[src/rtl/reg_bank_pkg.sv]
// Shared types and constants for the register-bank sequencer.
package reg_bank_pkg;

    typedef enum logic [1:0] {
        IDLE    = 2'd0,
        DRIVE   = 2'd1,
        STROBE  = 2'd2,
        RELEASE = 2'd3
    } state_t;

    localparam int NREG_DEF = 4;

    // Width of the DRIVE settle down-counter; supports SETTLE up to 16.
    localparam int CNT_W = 4;

endpackage

[src/rtl/reg_bank_ctrl_onehot_dec.sv]
// Select-to-one-hot decoder with an in-range flag.
// An out-of-range select yields an all-zero vector and ok=0.
module onehot_dec #(
    parameter int NREG  = 4,
    parameter int SEL_W = 2
) (
    input  logic [SEL_W-1:0] sel,
    output logic [NREG-1:0]  hot,
    output logic             ok
);

    // Compare the select against every register index.
    always_comb begin
        hot = '0;
        for (int i = 0; i < NREG; i++) begin
            hot[i] = (sel == SEL_W'(i));
        end
        ok = |hot;
    end

endmodule

[src/rtl/reg_bank_ctrl.sv]
// Sequencer for a bank of NREG bus registers: drives active-low bus A/B enables,
// a single write strobe, and enforces break-before-make between ops.
// Optional build macro REG_BANK_CTRL_WRCNT_EN adds a 16-bit write-strobe counter (wr_count).
module reg_bank_ctrl
    import reg_bank_pkg::*;
#(
    parameter int NREG   = NREG_DEF,
    parameter int SEL_W  = $clog2(NREG),
    parameter int SETTLE = 1
) (
    input  logic             clk,
    input  logic             rst,
    input  logic             op_valid,
    output logic             op_ready,
    input  logic [SEL_W-1:0] sel_a,
    input  logic [SEL_W-1:0] sel_b,
    input  logic [SEL_W-1:0] sel_w,
    input  logic             we,
    output logic [NREG-1:0]  n_oe_a,
    output logic [NREG-1:0]  n_oe_b,
    output logic [NREG-1:0]  w_clk,
`ifdef REG_BANK_CTRL_WRCNT_EN
    output logic [15:0]      wr_count,
`endif
    output logic             done,
    output logic             sel_err
);

    state_t             state, state_nxt;
    logic [CNT_W-1:0]   cnt, cnt_nxt;

    // Decoded selects captured at accept; held for the whole op.
    logic [NREG-1:0]    hot_a, hot_b, hot_w;
    logic [NREG-1:0]    hot_a_nxt, hot_b_nxt, hot_w_nxt;
    logic               we_q, we_nxt;

    logic [NREG-1:0]    dec_a, dec_b, dec_w;
    logic               ok_a, ok_b, ok_w;

    logic [NREG-1:0]    n_oe_a_nxt, n_oe_b_nxt, w_clk_nxt;
    logic               done_nxt, sel_err_nxt, op_ready_nxt;
    logic               accept;

    onehot_dec #(.NREG(NREG), .SEL_W(SEL_W)) u_dec_a (.sel(sel_a), .hot(dec_a), .ok(ok_a));
    onehot_dec #(.NREG(NREG), .SEL_W(SEL_W)) u_dec_b (.sel(sel_b), .hot(dec_b), .ok(ok_b));
    onehot_dec #(.NREG(NREG), .SEL_W(SEL_W)) u_dec_w (.sel(sel_w), .hot(dec_w), .ok(ok_w));

    assign accept = op_valid && op_ready;

    // Next state and next registered outputs; every output is computed one cycle
    // ahead so that the ports are driven straight from flops.
    always_comb begin
        state_nxt   = state;
        cnt_nxt     = cnt;
        hot_a_nxt   = hot_a;
        hot_b_nxt   = hot_b;
        hot_w_nxt   = hot_w;
        we_nxt      = we_q;
        n_oe_a_nxt  = '1;
        n_oe_b_nxt  = '1;
        w_clk_nxt   = '0;
        done_nxt    = 1'b0;
        sel_err_nxt = 1'b0;
        unique case (state)
            IDLE: begin
                if (accept) begin
                    hot_a_nxt   = dec_a;
                    hot_b_nxt   = dec_b;
                    hot_w_nxt   = dec_w;
                    we_nxt      = we;
                    cnt_nxt     = CNT_W'(SETTLE - 1);
                    n_oe_a_nxt  = ~dec_a;
                    n_oe_b_nxt  = ~dec_b;
                    sel_err_nxt = !(ok_a && ok_b && ok_w);
                    state_nxt   = DRIVE;
                end
            end
            DRIVE: begin
                n_oe_a_nxt = ~hot_a;
                n_oe_b_nxt = ~hot_b;
                if (cnt == '0) begin
                    w_clk_nxt = we_q ? hot_w : '0;
                    state_nxt = STROBE;
                end else begin
                    cnt_nxt = cnt - CNT_W'(1);
                end
            end
            STROBE: begin
                // Enables stay on through RELEASE to give hold time after the strobe falls.
                n_oe_a_nxt = ~hot_a;
                n_oe_b_nxt = ~hot_b;
                done_nxt   = 1'b1;
                state_nxt  = RELEASE;
            end
            RELEASE: begin
                state_nxt = IDLE;
            end
            default: state_nxt = IDLE;
        endcase
        op_ready_nxt = (state_nxt == IDLE);
    end

    // Control and output registers; reset drops any op in flight.
    always_ff @(posedge clk) begin
        if (rst) begin
            state    <= IDLE;
            cnt      <= '0;
            n_oe_a   <= '1;
            n_oe_b   <= '1;
            w_clk    <= '0;
            done     <= 1'b0;
            sel_err  <= 1'b0;
            op_ready <= 1'b0;
        end else begin
            state    <= state_nxt;
            cnt      <= cnt_nxt;
            n_oe_a   <= n_oe_a_nxt;
            n_oe_b   <= n_oe_b_nxt;
            w_clk    <= w_clk_nxt;
            done     <= done_nxt;
            sel_err  <= sel_err_nxt;
            op_ready <= op_ready_nxt;
        end
    end

    // Captured op fields; only meaningful while an op is in flight.
    always_ff @(posedge clk) begin
        hot_a <= hot_a_nxt;
        hot_b <= hot_b_nxt;
        hot_w <= hot_w_nxt;
        we_q  <= we_nxt;
    end

`ifdef REG_BANK_CTRL_WRCNT_EN
    // Count issued write strobes, wrapping at 16 bits.
    always_ff @(posedge clk) begin
        if (rst) begin
            wr_count <= '0;
        end else if (|w_clk_nxt) begin
            wr_count <= wr_count + 16'd1;
        end
    end
`endif

endmodule

[config.mk]
export PLATFORM = sky130hd
export DESIGN_NAME = reg_bank_ctrl
export DESIGN_NICKNAME = d
export VERILOG_FILES = /design/src/rtl/reg_bank_pkg.sv /design/src/rtl/reg_bank_ctrl_onehot_dec.sv /design/src/rtl/reg_bank_ctrl.sv
export SDC_FILE = /design/constraint.sdc
export NUM_CORES = 1
export LEC_CHECK = 0
export ABC_AREA = 1
export BUFFER_PORTS_ARGS = -buffer_cell sky130_fd_sc_hd__buf_2
export CORE_MARGIN = 2
export CORE_UTILIZATION = 42
export CTS_CLUSTER_SIZE = 24
export DETAILED_ROUTE_END_ITERATION = 6
export PLACE_DENSITY = 0.69
export SLEW_MARGIN = 5
export SYNTH_ARGS = -nofsm -noshare
export SYNTH_HDL_FRONTEND = slang
export SYNTH_SLANG_ARGS = --single-unit
export TNS_END_PERCENT = 50
[constraint.sdc]
create_clock -name clk -period 3.5 [get_ports clk]
set_input_delay 0.525 -clock clk [delete_from_list [all_inputs] [get_ports clk]]
set_output_delay 0.525 -clock clk [all_outputs]
set_load 0.01 [all_outputs]
==> metrics.cfg, run 1 <==
[floorplan]
die_x_microns=60.9
dieHeight_microns=60.9
ios=25
row_count=20
start_util=0.442
core_sq_mm=0.00308
die_area_sq_mm=0.00371

[global_routing]
grt_first_pass_wirelength_mm=3.86
groute.usage.overall=0.147
pin_count_of_the_biggest_net_entering_global_routing=14
global_route.overflow_total=0
grt_pass1_vias=934
antenna_found_initial=0

[timing]
number_of_pins_exceeding_their_max_slew_limit_in_the_final_report=0
clock_skew_ps=7.18
hold_viol=0
timing.final.crit_period_ps=2150
report.final.setup_viol=0
maxClockFrequency_mhz=466
rsz0062_at_grt=no
min_period_over_period=0.613
worstMarginPinSlew_ps=1050
max-slew-margin-rel=0.297
sum_of_negative_setup_slack_ps=0

[drt]
detailroute.wirelength.met3_microns=104
via_count=1004
avgRoutedWirePerCell_microns=10.5
drt_drc_violations_left=0
routed_wl_mm=2.30
drt-initial-drc-count=45
met2WireLength_mm=1.16
detail_route.wirelength.met1_microns=983
first_pass_iters=4
routed_via_density=4.58
residual_antenna_violating_net_count_after_detailed_routing=0
maxUsedRoutingLayer=met4

[critical_path]
worst_path_largest_cell_delay_ps=850
critical_path.endpoint_type=flip-flop
startpoint_type=flip-flop
timing.rr.start=state[1]
criticalPathCategory=flip-flop to flip-flop
crit_arrival_ps=2090
critical_path.slowest_cell=nor2_1
regToRegSetupSlack_ps=1350
path_common_cell=inv_1
crit_path_cell_trace=inv_1 -> ha_1 -> inv_1 -> nor2_1
crit_path_start=state[1]
largest_fanout_of_any_net_on_the_critical_path=13
worst_ep_required_ps=3450

[placement]
io_buffers=24
detailedPlacementHpwl_mm=1.72
placer_congestion_estimate=0.831

[clock_tree]
clk_latency_ps=320
cts.root.buffer_cell=clkbuf_4
clk_pin_slew_ps=90
cts_repair_resize_count=0
cts-buffers-inserted=5
cts_max_level=2
tritoncts=done
cts.repair_timing.setup_buffer_count=0
cts_num_sinks=34
clock_tree.buffer_depth=2
cts_hold_repair.buffers=0

[synthesis]
synthArstFlopShare=0
yosysSeqAreaShare=0.596
synth-warning-count=0
synth_area_sq_mm=0.00136
synth_edf_count=13
yosys_most_used_dff=dfxtp_1
synthDistinctLibCells=14
post-synth-top-area-fraction=0.309
synth.ff_latch_count=34
synth_fp_nets=161
netlist.top_cell.by_area=dfxtp_1
synth.most_common_cell=nor2_1
synth.avg_cell_area_sq_um=9.38
synth.top_cells.by_count=nor2_1, inv_1, nand2_1
post_synth_main_area_contributors=dfxtp_1, edfxtp_1, nor2_1
postSynthCellCount=145

[power]
sequential_group_share_of_total_power=0.470
power_switching_share=0.372
pwr-share-comb=0.354
peakVddDrop_mv=0.307
share_clk_of_total_power=0.177
powerDensity_mw_per_mm2=700
leakage_nw=0.744
internal_power_summed_over_all_cells_w=0.000692
switching_power_w=0.000411

[layout]
final_layout_size_suffix_gt1_frac=0.200
final_core_utilization=0.512
num-fill-cells=300
finalNetCount=190
antenna_cells=0
layout-area-overhead-vs-synth_pct=15.8

[min_path]
worst_hold_startpoint=we
min-delay-path-class=input pin to flip-flop

[flow_run]
timing.max_cap.violations=0

[run_status]
status=complete, no violations

[power groups by stage]
stage / registers, W / logic [W] / clock network [W]
global route: 0.000526 / 0.000453 / 0.000221
finish: 0.000518 / 0.000390 / 0.000195
floorplan: 0.000536 / 0.000287 / 0
detailed placement: 0.000527 / 0.000394 / 0
CTS: 0.000519 / 0.000395 / 0.000202
global placement: 0.000524 / 0.000384 / 0
[through the flow]
stage	power (W)	std cells	hold WS, ps	cell area [sq um]	worst slack (ps)
floorplan	0.000822	145	439	1360	1680
global placement	0.000907	211	450	1530	1470
detailed placement	0.000921	211	452	1530	1340
CTS	0.00112	219	370	1580	1320
global route	0.00120	219	361	1580	1160
finish	0.00110	219	378	1580	1350
[path summary, 6_finish.rpt]
| path | endpoint | cells after the start |
|---|---|---|
| hold reg to reg | cnt[1] | 2 |
| hold / removal | we_q | 1 |
| setup / recovery | we_q | 4 |
| setup reg to reg | we_q | 4 |
[cells by family after synthesis]
kind of cell	Yosys count	share of synthesized area
AO/OA/AOI/OAI	13	0.0699
adder cells (fa/ha/maj)	6	0.0552
buffers and inverters	28	0.0791
flip-flops	34	0.596
other	1	0.00276
AND/OR/NAND/NOR	63	0.197
[final cells by class]
cell class                      count  area [sq um]  share of cell area
Multi-Input combinational cell     83           442               0.280
Sequential cell                    34           811               0.515
Timing Repair Buffer               24           120              0.0763
Inverter                           26          97.6              0.0620
Clock inverter                      2          8.76             0.00556
Clock buffer                        6          41.3              0.0262
Tap cell                           44          55.1              0.0349
[per-layer routing]
layer,GRT usage,vias to the layer above
met1,0.162,456
met5,0,-
met2,0.244,21
li1,-,520
met4,0.0901,0
met3,0.0469,7
[registers in the layout, indices dropped and copies added, names as in the netlist]
| register | count |
|---|---|
| cnt | 4 |
| sel_err | 1 |
| n_oe_a | 4 |
| op_ready | 1 |
| n_oe_b | 4 |
| hot_w | 4 |
| hot_b | 4 |
| done | 1 |
| state | 2 |
| hot_a | 4 |
| w_clk | 4 |
| we_q | 1 |
[worst max-delay path: cells and delay by family, from the launching register on]
kind                     cells  cell delay (ps)
buffers and inverters        2              310
flip-flops                   1              350
adder cells (fa/ha/maj)      1              250
AND/OR/NAND/NOR              1              850
[placed cells by master, fill, tap and decap left out]
master,instances
a21oi_1,4
buf_2,24
clkbuf_1,1
clkbuf_4,5
clkinv_1,1
clkinv_2,1
conb_1,1
dfxtp_1,21
edfxtp_1,13
ha_1,6
inv_1,26
nand2_1,24
nand2_2,3
nand2_4,2
nand3_1,7
nor2_1,27
o21ai_0,1
o221ai_1,8
Note: power is estimated with default switching activity, not from simulation.
==> run 2, diff against run 1 <==
--- a/config.mk
+++ b/config.mk
@@ -11,7 +11,7 @@
 export CORE_UTILIZATION = 42
 export CTS_CLUSTER_SIZE = 24
 export DETAILED_ROUTE_END_ITERATION = 6
-export PLACE_DENSITY = 0.69
+export PLACE_DENSITY = 0.71
 export SLEW_MARGIN = 5
 export SYNTH_ARGS = -nofsm -noshare
 export SYNTH_HDL_FRONTEND = slang
==> constraint.sdc (replaced) <==
create_clock -name clk -period 1.82 [get_ports clk]
set_input_delay 0.273 -clock clk [delete_from_list [all_inputs] [get_ports clk]]
set_output_delay 0.273 -clock clk [all_outputs]
set_load 0.01 [all_outputs]
==> run 2 against run 1 <==
  * Sequential share of layout area shrank 0.57 points
  * Routed wire length grew 0.22%
  * Sequential power grew 91%
  * Clock power grew 97%
  * Total power grew 95%
  * Core utilization grew 0.57 points
  * Clock-buffer cell count is the same
  * Critical endpoint is now hot_b[0]
  * Largest cell class unchanged
  * Highest routed layer unchanged
==> metrics.cfg, run 2 (synthesized netlist as in run 1, its figures left out) <==
[run_status]
status=complete, no violations  ; unchanged

[floorplan]
start_util=0.442  ; unchanged
dieHeight_microns=60.9  ; unchanged
ios=25  ; unchanged
die_x_microns=60.9  ; unchanged
die_area_sq_mm=0.00371  ; unchanged
row_count=20  ; unchanged
core_sq_mm=0.00308  ; unchanged

[drt]
via_count=984  ; was 1,004
routed_via_density=4.45  ; was 4.58
residual_antenna_violating_net_count_after_detailed_routing=0  ; unchanged
first_pass_iters=4  ; unchanged
drt-initial-drc-count=29  ; was 45
drt_drc_violations_left=0  ; unchanged
routed_wl_mm=2.31  ; was 2.30 mm
avgRoutedWirePerCell_microns=10.4  ; was 10.5 microns

[flow_run]
timing.max_cap.violations=0  ; unchanged

[clock_tree]
cts_repair_resize_count=0  ; unchanged
clock_tree.buffer_depth=2  ; unchanged
cts_num_sinks=34  ; unchanged
cts_hold_repair.buffers=0  ; unchanged
cts-buffers-inserted=5  ; unchanged
tritoncts=done  ; unchanged
clk_pin_slew_ps=100  ; was 90 ps
cts.root.buffer_cell=clkbuf_4  ; unchanged
cts_max_level=2  ; unchanged
cts.repair_timing.setup_buffer_count=0  ; unchanged
clk_latency_ps=330  ; was 320 ps

[timing]
sum_of_negative_setup_slack_ps=0  ; unchanged
report.final.setup_viol=0  ; unchanged
clock_skew_ps=7.24  ; was 7.18 ps
number_of_pins_exceeding_their_max_slew_limit_in_the_final_report=0  ; unchanged
hold_viol=0  ; unchanged
min_period_over_period=0.861  ; was 0.613
maxClockFrequency_mhz=638  ; was 466 MHz
timing.final.crit_period_ps=1570  ; was 2150 ps
rsz0062_at_grt=no  ; unchanged
final.hold.worst_slack_ps=121  ; was 378 ps

[power]
totalPowerFinal_w=0.00215  ; was 0.00110 W
leakage_nw=0.755  ; was 0.744 nW
peakVddDrop_mv=0.500  ; was 0.307 mV
powerDensity_mw_per_mm2=1350  ; was 700 mW/mm^2

[critical_path]
worst_ep_required_ps=1870  ; was 3450 ps
crit_arrival_ps=1610  ; was 2090 ps
largest_fanout_of_any_net_on_the_critical_path=11  ; was 13
criticalPathCategory=flip-flop to flip-flop  ; unchanged
startpoint_type=flip-flop  ; unchanged
critical_path.endpoint_type=flip-flop  ; unchanged

[global_routing]
groute.usage.overall=0.144  ; was 0.147
grt_first_pass_wirelength_mm=3.75  ; was 3.86 mm
global_route.overflow_total=0  ; unchanged
grt_pass1_vias=906  ; was 934
antenna_found_initial=0  ; unchanged
pin_count_of_the_biggest_net_entering_global_routing=12  ; was 14

[placement]
detailedPlacementHpwl_mm=1.69  ; was 1.72 mm
place.detailed.instances=213  ; was 211
io_buffers=24  ; unchanged
placer_congestion_estimate=0.725  ; was 0.831

[layout]
final_core_utilization=0.517  ; was 0.512
antenna_cells=0  ; unchanged
cell_count_final_fillers_out=221  ; was 219
num-fill-cells=301  ; was 300
final_layout_size_suffix_gt1_frac=0.215  ; was 0.200
layout_common_cells=inv_1, nor2_1, nand2_1, buf_2, dfxtp_1  ; was nor2_1, inv_1, nand2_1, buf_2, dfxtp_1
layout-area-overhead-vs-synth_pct=17.1  ; was 15.8%
finalNetCount=192  ; was 190

[min_path]
min-delay-path-class=input pin to flip-flop  ; unchanged

run 2: cell count changes in the layout (fill, tap and decap cells not counted):
cell,delta
nor2_1,-1
buf_4,+2
nor2_2,+1
run 2: metrics by stage:
stage          area [sq um]  setup slack, ps
2_1_floorplan          1360              207
3_3_place_gp           1540              354
3_5_place_dp           1540              268
4_1_cts                1590              247
5_1_grt                1590              111
6_report               1590              253
run 2: routing by layer:
metal,vias to the layer above,track usage,wire [microns]
met5,-,0,0
met1,426,0.167,1000
met4,0,0.0745,30
met3,4,0.0576,139
met2,32,0.230,1130
li1,522,-,-
run 2: power by group:
part / switching (W) / total, W / internal (W)
sequential: 0.0000492 / 0.000991 / 0.000942
clock: 0.000240 / 0.000385 / 0.000145
combinational: 0.000518 / 0.000777 / 0.000259
total: 0.000806 / 0.00215 / 0.00135
run 2: cell type report:
type | count | area (sq um) | area share
Tap cell | 44 | 55.1 | 0.0346
Sequential cell | 34 | 811 | 0.509
Multi-Input combinational cell | 83 | 444 | 0.279
Timing Repair Buffer | 26 | 135 | 0.0848
Clock inverter | 2 | 8.76 | 0.00550
Clock buffer | 6 | 41.3 | 0.0259
Inverter | 26 | 97.6 | 0.0613
run 2: path summary, 6_finish.rpt:
| path | start | end | slack [ps] | depth (start not counted) |
|---|---|---|---|---|
| worst max-delay path | state[1] | hot_b[0] | 250 | 5 |
| worst max register to register | state[1] | hot_b[0] | 250 | 5 |
| worst min-delay path | we | we_q | 120 | 1 |
| worst min register to register | hot_w[3] | w_clk[3] | 470 | 2 |
run 2: worst max-delay path, cell delays in order (launching register included):
cell	delay [ps]
dfxtp_1	360
inv_1	110
ha_1	250
inv_1	200
nor2_2	170
buf_4	180
==> run 3, diff against run 2 <==
--- a/config.mk
+++ b/config.mk
@@ -7,7 +7,6 @@
 export LEC_CHECK = 0
 export ABC_AREA = 1
 export BUFFER_PORTS_ARGS = -buffer_cell sky130_fd_sc_hd__buf_2
-export CORE_MARGIN = 2
 export CORE_UTILIZATION = 42
 export CTS_CLUSTER_SIZE = 24
 export DETAILED_ROUTE_END_ITERATION = 6
==> run 3 against run 2 <==
  * Non-clock buffer count down 1
  * Setup slack worse by 20 ps
  * Combinational power down 2%
  * Clock power about the same
  * First-iteration DRC count down 41%
  * Maximum frequency down 1.3%
  * Register-to-register slack worse by 20 ps
  * Critical endpoint is now hot_b[1]
  * Largest power group unchanged
==> metrics.cfg, run 3 (synthesized netlist as in run 1, its figures left out) <==
[floorplan]
die_x_microns=58.9  ; was 60.9 microns
ios=25  ; unchanged
start_util=0.445  ; was 0.442
core_sq_mm=0.00305  ; was 0.00308 sq mm
dieHeight_microns=58.9  ; was 60.9 microns
die_area_sq_mm=0.00347  ; was 0.00371 sq mm
row_count=20  ; unchanged

[clock_tree]
cts_num_sinks=34  ; unchanged
cts.repair_timing.setup_buffer_count=0  ; unchanged
clock_tree.buffer_depth=2  ; unchanged
cts_max_level=2  ; unchanged
tritoncts=done  ; unchanged
cts_hold_repair.buffers=0  ; unchanged
cts.root.buffer_cell=clkbuf_4  ; unchanged
clk_latency_ps=330  ; about the same
cts_repair_resize_count=0  ; unchanged
clk_pin_slew_ps=100  ; about the same
cts-buffers-inserted=5  ; unchanged

[layout]
finalNetCount=191  ; was 192
num-fill-cells=290  ; was 301
final_layout_size_suffix_gt1_frac=0.210  ; was 0.215
layout_common_cells=inv_1, nor2_1, nand2_1, buf_2, dfxtp_1  ; unchanged
antenna_cells=0  ; unchanged
layout-area-overhead-vs-synth_pct=16.7  ; was 17.1%
cell_count_final_fillers_out=220  ; was 221

[drt]
avgRoutedWirePerCell_microns=9.92  ; was 10.4 microns
residual_antenna_violating_net_count_after_detailed_routing=0  ; unchanged
via_count=975  ; was 984
routed_wl_mm=2.18  ; was 2.31 mm
routed_via_density=4.43  ; was 4.45
drt_drc_violations_left=0  ; unchanged
drt-initial-drc-count=17  ; was 29
first_pass_iters=4  ; unchanged

[critical_path]
worst_path_largest_cell_delay_ps=350  ; was 360 ps
path_common_cell=inv_1  ; unchanged
crit_arrival_ps=1620  ; was 1610 ps
critical_path.endpoint_type=flip-flop  ; unchanged
startpoint_type=flip-flop  ; unchanged
largest_fanout_of_any_net_on_the_critical_path=13  ; was 11
criticalPathCategory=flip-flop to flip-flop  ; unchanged
critical_path.slowest_cell=dfxtp_1  ; unchanged
crit_path_cell_trace=inv_1 -> ha_1 -> inv_1 -> nor2_2 -> buf_4  ; unchanged
worst_ep_required_ps=1850  ; was 1870 ps

[timing]
maxClockFrequency_mhz=630  ; was 638 MHz
min_period_over_period=0.872  ; was 0.861
hold_viol=0  ; unchanged
clock_skew_ps=11.5  ; was 7.24 ps
timing.final.crit_period_ps=1590  ; was 1570 ps
rsz0062_at_grt=no  ; unchanged
number_of_pins_exceeding_their_max_slew_limit_in_the_final_report=0  ; unchanged
sum_of_negative_setup_slack_ps=0  ; unchanged
final.hold.worst_slack_ps=121  ; about the same
report.final.setup_viol=0  ; unchanged

[power]
internal_power_summed_over_all_cells_w=0.00135  ; about the same
sequential_group_share_of_total_power=0.464  ; was 0.460
share_clk_of_total_power=0.181  ; was 0.179
totalPowerFinal_w=0.00214  ; was 0.00215 W
power_switching_share=0.371  ; was 0.375
peakVddDrop_mv=0.650  ; was 0.500 mV
pwr-share-comb=0.355  ; was 0.361
powerDensity_mw_per_mm2=1350  ; about the same
switching_power_w=0.000794  ; was 0.000806 W
leakage_nw=0.745  ; was 0.755 nW

[run_status]
status=complete, no violations  ; unchanged

[min_path]
min-delay-path-class=input pin to flip-flop  ; unchanged

[global_routing]
global_route.overflow_total=0  ; unchanged
groute.usage.overall=0.145  ; was 0.144
grt_first_pass_wirelength_mm=3.59  ; was 3.75 mm
antenna_found_initial=0  ; unchanged
pin_count_of_the_biggest_net_entering_global_routing=14  ; was 12
grt_pass1_vias=870  ; was 906

[flow_run]
timing.max_cap.violations=0  ; unchanged

[placement]
io_buffers=24  ; unchanged
place.detailed.instances=212  ; was 213
placer_congestion_estimate=0.859  ; was 0.725
detailedPlacementHpwl_mm=1.61  ; was 1.69 mm

==> run 3: cell count changes in the layout (fill, tap and decap cells not counted) <==
cell | previous run | this run
buf_4 | 2 | 1
clkbuf_1 | 1 | 2
clkinv_1 | 1 | 0
clkinv_2 | 1 | 0
clkinvlp_4 | 0 | 1
==> run 3: through the flow <==
step | worst slack, ps | area [sq um] | util
floorplan | 207 | 1360 | -
global placement | 342 | 1540 | 0.503
detailed placement | 248 | 1540 | 0.503
CTS | 217 | 1590 | 0.520
global route | 94.7 | 1590 | 0.520
finish | 232 | 1590 | 0.520
==> run 3: final cells by class <==
| class | instances | area [sq um] | share of cell area |
|---|---|---|---|
| well taps | 44 | 55.1 | 0.0347 |
| multi-input cells | 83 | 444 | 0.280 |
| flip-flops and latches | 34 | 811 | 0.511 |
| repair buffers | 25 | 128 | 0.0804 |
| inverters | 26 | 97.6 | 0.0615 |
| clock inverters | 1 | 7.51 | 0.00473 |
| clock buffers | 7 | 45.0 | 0.0284 |
==> run 3: path summary, 6_finish.rpt <==
path                            startpoint  endpoint  slack (ps)  cells past startpoint
worst max-delay path              state[0]  hot_b[1]         230                      5
worst min-delay path                    we      we_q         120                      1
worst max register to register    state[0]  hot_b[1]         230                      5
worst min register to register      cnt[1]    cnt[1]         460                      2
==> run 3: worst max-delay path: cells and delay by family (launching register included) <==
family / cells / cell delay (ps)
adders and majority gates: 1 / 270
buffers and inverters: 3 / 520
DFF: 1 / 350
and+or+nand+nor: 1 / 140
==> run 3: power by group through the flow <==
| stage | Sequential [W] | Combinational (W) | Clock [W] |
|---|---|---|---|
| after floorplan | 0.00103 | 0.000556 | 0 |
| after global placement | 0.00101 | 0.000746 | 0 |
| after detailed placement | 0.00101 | 0.000770 | 0 |
| after CTS | 0.000994 | 0.000773 | 0.000404 |
| after global routing | 0.00101 | 0.000862 | 0.000434 |
| final | 0.000993 | 0.000760 | 0.000388 |
==> run 3: per-layer routing <==
metal | up-vias | track usage | routed length (microns)
li1 | 521 | - | -
met1 | 430 | 0.172 | 984
met2 | 18 | 0.219 | 1050
met3 | 6 | 0.0637 | 103
met4 | 0 | 0.0816 | 45
met5 | - | 0 | 0
